File: config.mk
export PLATFORM = sky130hd
export DESIGN_NAME = seg7_scan_flat
export DESIGN_NICKNAME = d
export VERILOG_FILES = /design/src/rtl/seg7_scan_if.sv /design/src/rtl/seg7_scan.sv /design/src/flat_wrapper.sv
export SDC_FILE = /design/constraint.sdc
export NUM_CORES = 1
export LEC_CHECK = 0
export BUFFER_PORTS_ARGS = -buffer_cell sky130_fd_sc_hd__clkbuf_2
export CAP_MARGIN = 20
export CORE_ASPECT_RATIO = 0.75
export CORE_MARGIN = 5
export CORE_UTILIZATION = 54
export CTS_CLUSTER_SIZE = 30
export DETAILED_ROUTE_END_ITERATION = 7
export PLACE_DENSITY = 0.78
export SKIP_CTS_REPAIR_TIMING = 1
export SLEW_MARGIN = 20
export SYNTH_ARGS = -nofsm -noshare
export SYNTH_HDL_FRONTEND = slang
export SYNTH_SLANG_ARGS = --single-unit
File: constraint.sdc
create_clock -name CLK50M -period 3.2 [get_ports CLK50M]
set_input_delay 0.48 -clock CLK50M [delete_from_list [all_inputs] [get_ports CLK50M]]
set_output_delay 0.48 -clock CLK50M [all_outputs]
set_load 0.005 [all_outputs]
File: src/rtl/seg7_scan_if.sv
// Purpose: display-side bundle for seg7_scan (scan pace, value/DP inputs, anode/segment drive).
// Latency: none, wires only.
// Backpressure: none, the display consumes continuously.
interface seg7_scan_if;
    logic        CLK1K;
    logic [31:0] DATA;
    logic [7:0]  DP_IN;
    logic [7:0]  AN;
    logic [6:0]  SEG;
    logic        DP;
    logic        FRAME;

    // Source of the value and the scan pace; it observes the display drive.
    modport master (output CLK1K, DATA, DP_IN, input AN, SEG, DP, FRAME);
    // The scan driver itself.
    modport slave  (input CLK1K, DATA, DP_IN, output AN, SEG, DP, FRAME);
endinterface

File: src/rtl/seg7_scan.sv
// Purpose: multiplexed NDIG-digit common-anode hex display driver, paced by CLK1K rising edges.
// Latency: CLK1K rise -> all anodes off after 3 cycles, new digit lit GUARD+1 cycles later.
// Backpressure: none; optional SEG7_LZ_BLANK_EN macro enables leading-zero blanking.
module seg7_scan #(
    parameter int NDIG  = 8,
    parameter int GUARD = 16
) (
    input  logic       CLK50M,
    input  logic       RSTN,
    seg7_scan_if.slave bus
);

    localparam int GW = (GUARD < 1) ? 1 : $clog2(GUARD + 1);

    typedef enum logic {OFF = 1'b0, ON = 1'b1} phase_t;

    logic          s1_q, s2_q, s3_q;
    logic          tick;
    logic          run_q, run_d;
    logic [2:0]    idx_q, idx_d, idx_nxt;
    logic [GW-1:0] gcnt_q, gcnt_d;
    phase_t        phase_q, phase_d;
    logic [31:0]   shadow_q, shadow_d;
    logic [7:0]    dpsh_q, dpsh_d;
    logic [7:0]    an_q, an_d;
    logic [6:0]    seg_q, seg_d;
    logic          dp_q, dp_d;
    logic          frame_q, frame_d;
    logic [3:0]    nib;
    logic [6:0]    hex;
    logic          blank;

    // Synchronise the asynchronous pace signal and keep the previous level for edge detect.
    always_ff @(posedge CLK50M) begin
        if (!RSTN) begin
            s1_q <= 1'b0;
            s2_q <= 1'b0;
            s3_q <= 1'b0;
        end else begin
            s1_q <= bus.CLK1K;
            s2_q <= s1_q;
            s3_q <= s2_q;
        end
    end

    assign tick    = s2_q & ~s3_q;
    assign idx_nxt = (idx_q == 3'(NDIG - 1)) ? 3'd0 : idx_q + 3'd1;

    // Decode the current digit of the frame snapshot, with optional leading-zero blanking.
    always_comb begin
        nib = shadow_q[{idx_q, 2'b00} +: 4];
        hex = 7'h7F;
        case (nib)
            4'h0: hex = 7'b1000000;
            4'h1: hex = 7'b1111001;
            4'h2: hex = 7'b0100100;
            4'h3: hex = 7'b0110000;
            4'h4: hex = 7'b0011001;
            4'h5: hex = 7'b0010010;
            4'h6: hex = 7'b0000010;
            4'h7: hex = 7'b1111000;
            4'h8: hex = 7'b0000000;
            4'h9: hex = 7'b0010000;
            4'hA: hex = 7'b0001000;
            4'hB: hex = 7'b0000011;
            4'hC: hex = 7'b1000110;
            4'hD: hex = 7'b0100001;
            4'hE: hex = 7'b0000110;
            4'hF: hex = 7'b0001110;
            default: hex = 7'h7F;
        endcase
`ifdef SEG7_LZ_BLANK_EN
        blank = (idx_q != 3'd0) && ((shadow_q >> {idx_q, 2'b00}) == 32'd0);
`else
        blank = 1'b0;
`endif
    end

    // Scan FSM: a tick blanks and advances; the guard count runs out before the digit lights.
    always_comb begin
        run_d    = run_q;
        idx_d    = idx_q;
        gcnt_d   = gcnt_q;
        phase_d  = phase_q;
        shadow_d = shadow_q;
        dpsh_d   = dpsh_q;
        an_d     = 8'hFF;
        seg_d    = 7'h7F;
        dp_d     = 1'b1;
        frame_d  = 1'b0;
        if (tick) begin
            run_d   = 1'b1;
            idx_d   = idx_nxt;
            gcnt_d  = GW'(GUARD);
            phase_d = OFF;
            if (idx_nxt == 3'd0) begin
                shadow_d = bus.DATA;
                dpsh_d   = bus.DP_IN;
                frame_d  = 1'b1;
            end
        end else if (phase_q == OFF) begin
            if (gcnt_q != '0) begin
                gcnt_d = gcnt_q - GW'(1);
            end else if (run_q) begin
                // Guard expired: light the digit in the same cycle the phase flips.
                phase_d     = ON;
                an_d[idx_q] = 1'b0;
                seg_d       = blank ? 7'h7F : hex;
                dp_d        = ~dpsh_q[idx_q];
            end
        end else begin
            an_d[idx_q] = 1'b0;
            seg_d       = blank ? 7'h7F : hex;
            dp_d        = ~dpsh_q[idx_q];
        end
    end

    // State and registered outputs; run_q keeps the display dark until the first tick.
    always_ff @(posedge CLK50M) begin
        if (!RSTN) begin
            run_q    <= 1'b0;
            idx_q    <= 3'(NDIG - 1);
            gcnt_q   <= '0;
            phase_q  <= OFF;
            shadow_q <= 32'd0;
            dpsh_q   <= 8'd0;
            an_q     <= 8'hFF;
            seg_q    <= 7'h7F;
            dp_q     <= 1'b1;
            frame_q  <= 1'b0;
        end else begin
            run_q    <= run_d;
            idx_q    <= idx_d;
            gcnt_q   <= gcnt_d;
            phase_q  <= phase_d;
            shadow_q <= shadow_d;
            dpsh_q   <= dpsh_d;
            an_q     <= an_d;
            seg_q    <= seg_d;
            dp_q     <= dp_d;
            frame_q  <= frame_d;
        end
    end

    assign bus.AN    = an_q;
    assign bus.SEG   = seg_q;
    assign bus.DP    = dp_q;
    assign bus.FRAME = frame_q;

endmodule

File: src/flat_wrapper.sv
// flat-port wrapper written by rule: the top's interface ports become plain ports
module seg7_scan_flat 
#(
    parameter int NDIG  = 8,
    parameter int GUARD = 16
)
  (CLK50M, RSTN, bus_CLK1K, bus_DATA, bus_DP_IN, bus_AN, bus_SEG, bus_DP, bus_FRAME);
  seg7_scan_if bus_i ();
  input  logic CLK50M;
  input  logic RSTN;
  input wire logic [$bits(bus_i.CLK1K)-1:0] bus_CLK1K;
  input wire logic [$bits(bus_i.DATA)-1:0] bus_DATA;
  input wire logic [$bits(bus_i.DP_IN)-1:0] bus_DP_IN;
  output wire logic [$bits(bus_i.AN)-1:0] bus_AN;
  output wire logic [$bits(bus_i.SEG)-1:0] bus_SEG;
  output wire logic [$bits(bus_i.DP)-1:0] bus_DP;
  output wire logic [$bits(bus_i.FRAME)-1:0] bus_FRAME;
  assign bus_i.CLK1K = bus_CLK1K;
  assign bus_i.DATA = bus_DATA;
  assign bus_i.DP_IN = bus_DP_IN;
  assign bus_AN = bus_i.AN;
  assign bus_SEG = bus_i.SEG;
  assign bus_DP = bus_i.DP;
  assign bus_FRAME = bus_i.FRAME;
  seg7_scan #(.NDIG(NDIG), .GUARD(GUARD)) u_core (.CLK50M(CLK50M), .RSTN(RSTN), .bus(bus_i));
endmodule
==> impl_results.md <==
* GP Congestion at 0.866
* Synth Cell Area at 3060 um^2
* CTS root buf: clkbuf_8
* HP Start: bus_CLK1K
* CP endpoint kind: flop
* # fillers at 473
* Req. time, crit path at 3410 ps
* Synth top cells by count: nand2_1 (100), dfxtp_1 (70), a21boi_0 (43)
* Number of instances in the placed design at 455
* Worst Hold Depth at 2
* Peak supply drop at 0.334 mV
* Layout cell share with drive strength beyond 1 at 0.225
* Final instance area at 3580 um^2
* Final WL at 6.45 mm
* Slowest-stage cell, CP: dfxtp_1
* Crit path kind: reg2reg
* Crit path buffers/inverters at 1
* LEAKAGE at 1.49 nW
* Final hold violations at 0
* Post-Layout Cell Count at 471
* Slew Limit Headroom at 0.504
* Syn Area/Cell at 9.11 um^2
* Setup slack, reg-to-reg at 760 ps
* Std cell rows at 23
* R2r startpoint: u_core.idx_q[1]$_SDFFE_PN1P_
* Tightest Hold Check Type: in2reg
* Ys Warns at 0
* Post-DP HPWL at 4.58 mm
* Max_cap viols at 0
* Wire length per cell at 13.7 um
* Leading area contributor after synthesis: dfxtp_1
* Slew Viols, Final at 0
* R2R Path End: u_core.bus.SEG[3]$_SDFF_PP1_
* Clock Path Buffers at 2
* Final Cycle Share at 0.764
* Worst reg2reg path depth at 8
* CTS H-tree depth at 3
* Vias per Instance at 5.19
* Max Clock Freq at 0.409 GHz
* Iteration-0 DRC count of the detailed router at 175
* Ys flop type: dfxtp_1
* RSZ-0062 raised after global routing: false
* Startpoint class of the critical path: flop
* Worst-Margin Slew at 740 ps
* Setup violations, final at 0
* Worst hold endpoint: u_core.s1_q$_SDFF_PN0_
* Fin Hold WS at 337 ps
* Async S/R FF share, synth at 0
* Ant diodes at 0
* Cell variety after synth at 41
* CP max stage delay at 770 ps
* Core area at 5410 um^2
* Insertion delay to the later sink of the worst-skew pair at 340 ps
* Placed Area at 3380 um^2
* Drt drc at 0
* CP top delay family: flip-flops
* Worst-path fanout max at 20
* Total Neg Setup Slack at 0 ps
* Clk slew on worst S/H paths at 70 ps
* Syn_nets at 388
* IO Count at 60
* Post-Route Skew at 6.60 ps
* Status: completed
* Total grt overflow at 0
* Area contributors post-synth: dfxtp_1 (46%), nand2_1 (12%), a21boi_0 (11%), mux2i_1 (3.9%), ha_1 (3.7%)
* Pin count of the biggest net entering global routing at 50
* CTS Buf Count at 9
* Synth Register Bits at 70
* Via count at 2445
* Die W at 96.9 um
* Starting Density at 0.566
* Initial antenna violation count at 0
* EDFF count, synth at 0
* Antenna viol nets, final at 0
* # port buffers at 59
* Final min period at 2440 ps
* Layout Nets at 443
* Critical Path AT at 2650 ps
* Vias in the first global route at 2304
* GRT Util Overall at 0.186
* Die Y at 75.2 um
* Pwr per Cell Area at 544 nW/um^2
* Die area at 7290 um^2
* CTS tree: built
* Synth Instances at 336
* Synth top area share at 0.458
* Initial DRT Pass Iterations at 4
* Global-route wire length before repair at 10.6 mm
* Cell Chain, Critical Path: or3b_2 > a21oi_1 > nor3_2 > inv_1 > ha_1 > nor2b_1 > a211oi_1 > o21ai_1
* Most common cell in the synthesized netlist: nand2_1
* Sequential share of the synthesized area at 0.458
* # clock sinks at 70
* Syn-to-layout area delta at 16.9%
cells in the final DEF (no fill, tap or decap), types with 6 or more instances in the layout:
cell type | synthesis | final
a21boi_0 | 43 | 43
buf_4 | 2 | 6
clkbuf_2 | 0 | 59
clkbuf_8 | 0 | 11
dfxtp_1 | 70 | 70
ha_1 | 9 | 9
inv_1 | 7 | 7
mux2i_1 | 12 | 12
nand2_1 | 100 | 100
nand3_1 | 6 | 6
nor2_1 | 10 | 10
sequential cells by signal (all words and copies together) (netlist names):
name,count
u_core.shadow_q,32
u_core.bus.AN,8
u_core.dpsh_q,8
u_core.bus.SEG,7
u_core.gcnt_q,5
u_core.idx_q,3
u_core.bus.DP,1
u_core.bus.FRAME,1
u_core.phase_q,1
u_core.run_q,1
u_core.s1_q,1
u_core.s2_q,1
u_core.s3_q,1
cell type report:
class | instances | area (um^2) | share of cell area
Clock buffer | 13 | 159 | 0.0444
Clock inverter | 3 | 42.5 | 0.0119
Inverter | 7 | 26.3 | 0.00734
Multi-Input combinational cell | 238 | 1520 | 0.423
Sequential cell | 70 | 1400 | 0.392
Tap cell | 75 | 93.8 | 0.0262
Timing Repair Buffer | 65 | 340 | 0.0951
report_power, final:
group	internal, mW	switching (mW)	total, mW
registers	0.920	0.0354	0.956
logic	0.121	0.151	0.273
clock network	0.402	0.315	0.717
total	1.44	0.502	1.95
metal layers:
layer,track usage,vias up,routed length (um)
li1,-,1242,-
met1,0.239,1119,3020
met2,0.296,73,2930
met5,0,-,0
met4,0.0794,0,110
met3,0.0583,11,389
logic make-up after synthesis:
group,share of synthesized area
flip-flops,0.458
multiplexers,0.0846
adder cells (fa/ha/maj),0.0368
AND/OR/NAND/NOR,0.198
XOR/XNOR,0.00858
buffers and inverters,0.0486
AO/OA/AOI/OAI,0.166
worst max path at each step:
stage	start	endpoint	cells after the start	slack (ps)
floorplan	u_core.idx_q[0]$_SDFFE_PN1P_	u_core.bus.SEG[3]$_SDFF_PP1_	9	950
global placement	u_core.idx_q[1]$_SDFFE_PN1P_	u_core.bus.SEG[3]$_SDFF_PP1_	7	860
detailed placement	u_core.idx_q[1]$_SDFFE_PN1P_	u_core.bus.SEG[3]$_SDFF_PP1_	8	750
CTS	u_core.idx_q[1]$_SDFFE_PN1P_	u_core.bus.SEG[3]$_SDFF_PP1_	8	740
global route	u_core.idx_q[1]$_SDFFE_PN1P_	u_core.bus.SEG[3]$_SDFF_PP1_	8	480
finish	u_core.idx_q[1]$_SDFFE_PN1P_	u_core.bus.SEG[3]$_SDFF_PP1_	8	760
per-stage QoR:
step / utilization / power [mW] / setup WS [ps]
floorplan: - / 1.17 / 947
global placement: 0.624 / 1.23 / 862
detailed placement: 0.624 / 1.25 / 750
CTS: 0.661 / 1.96 / 738
global route: 0.661 / 2.05 / 476
finish: 0.661 / 1.95 / 757
No activity file was read; power rests on OpenSTA's default activity.
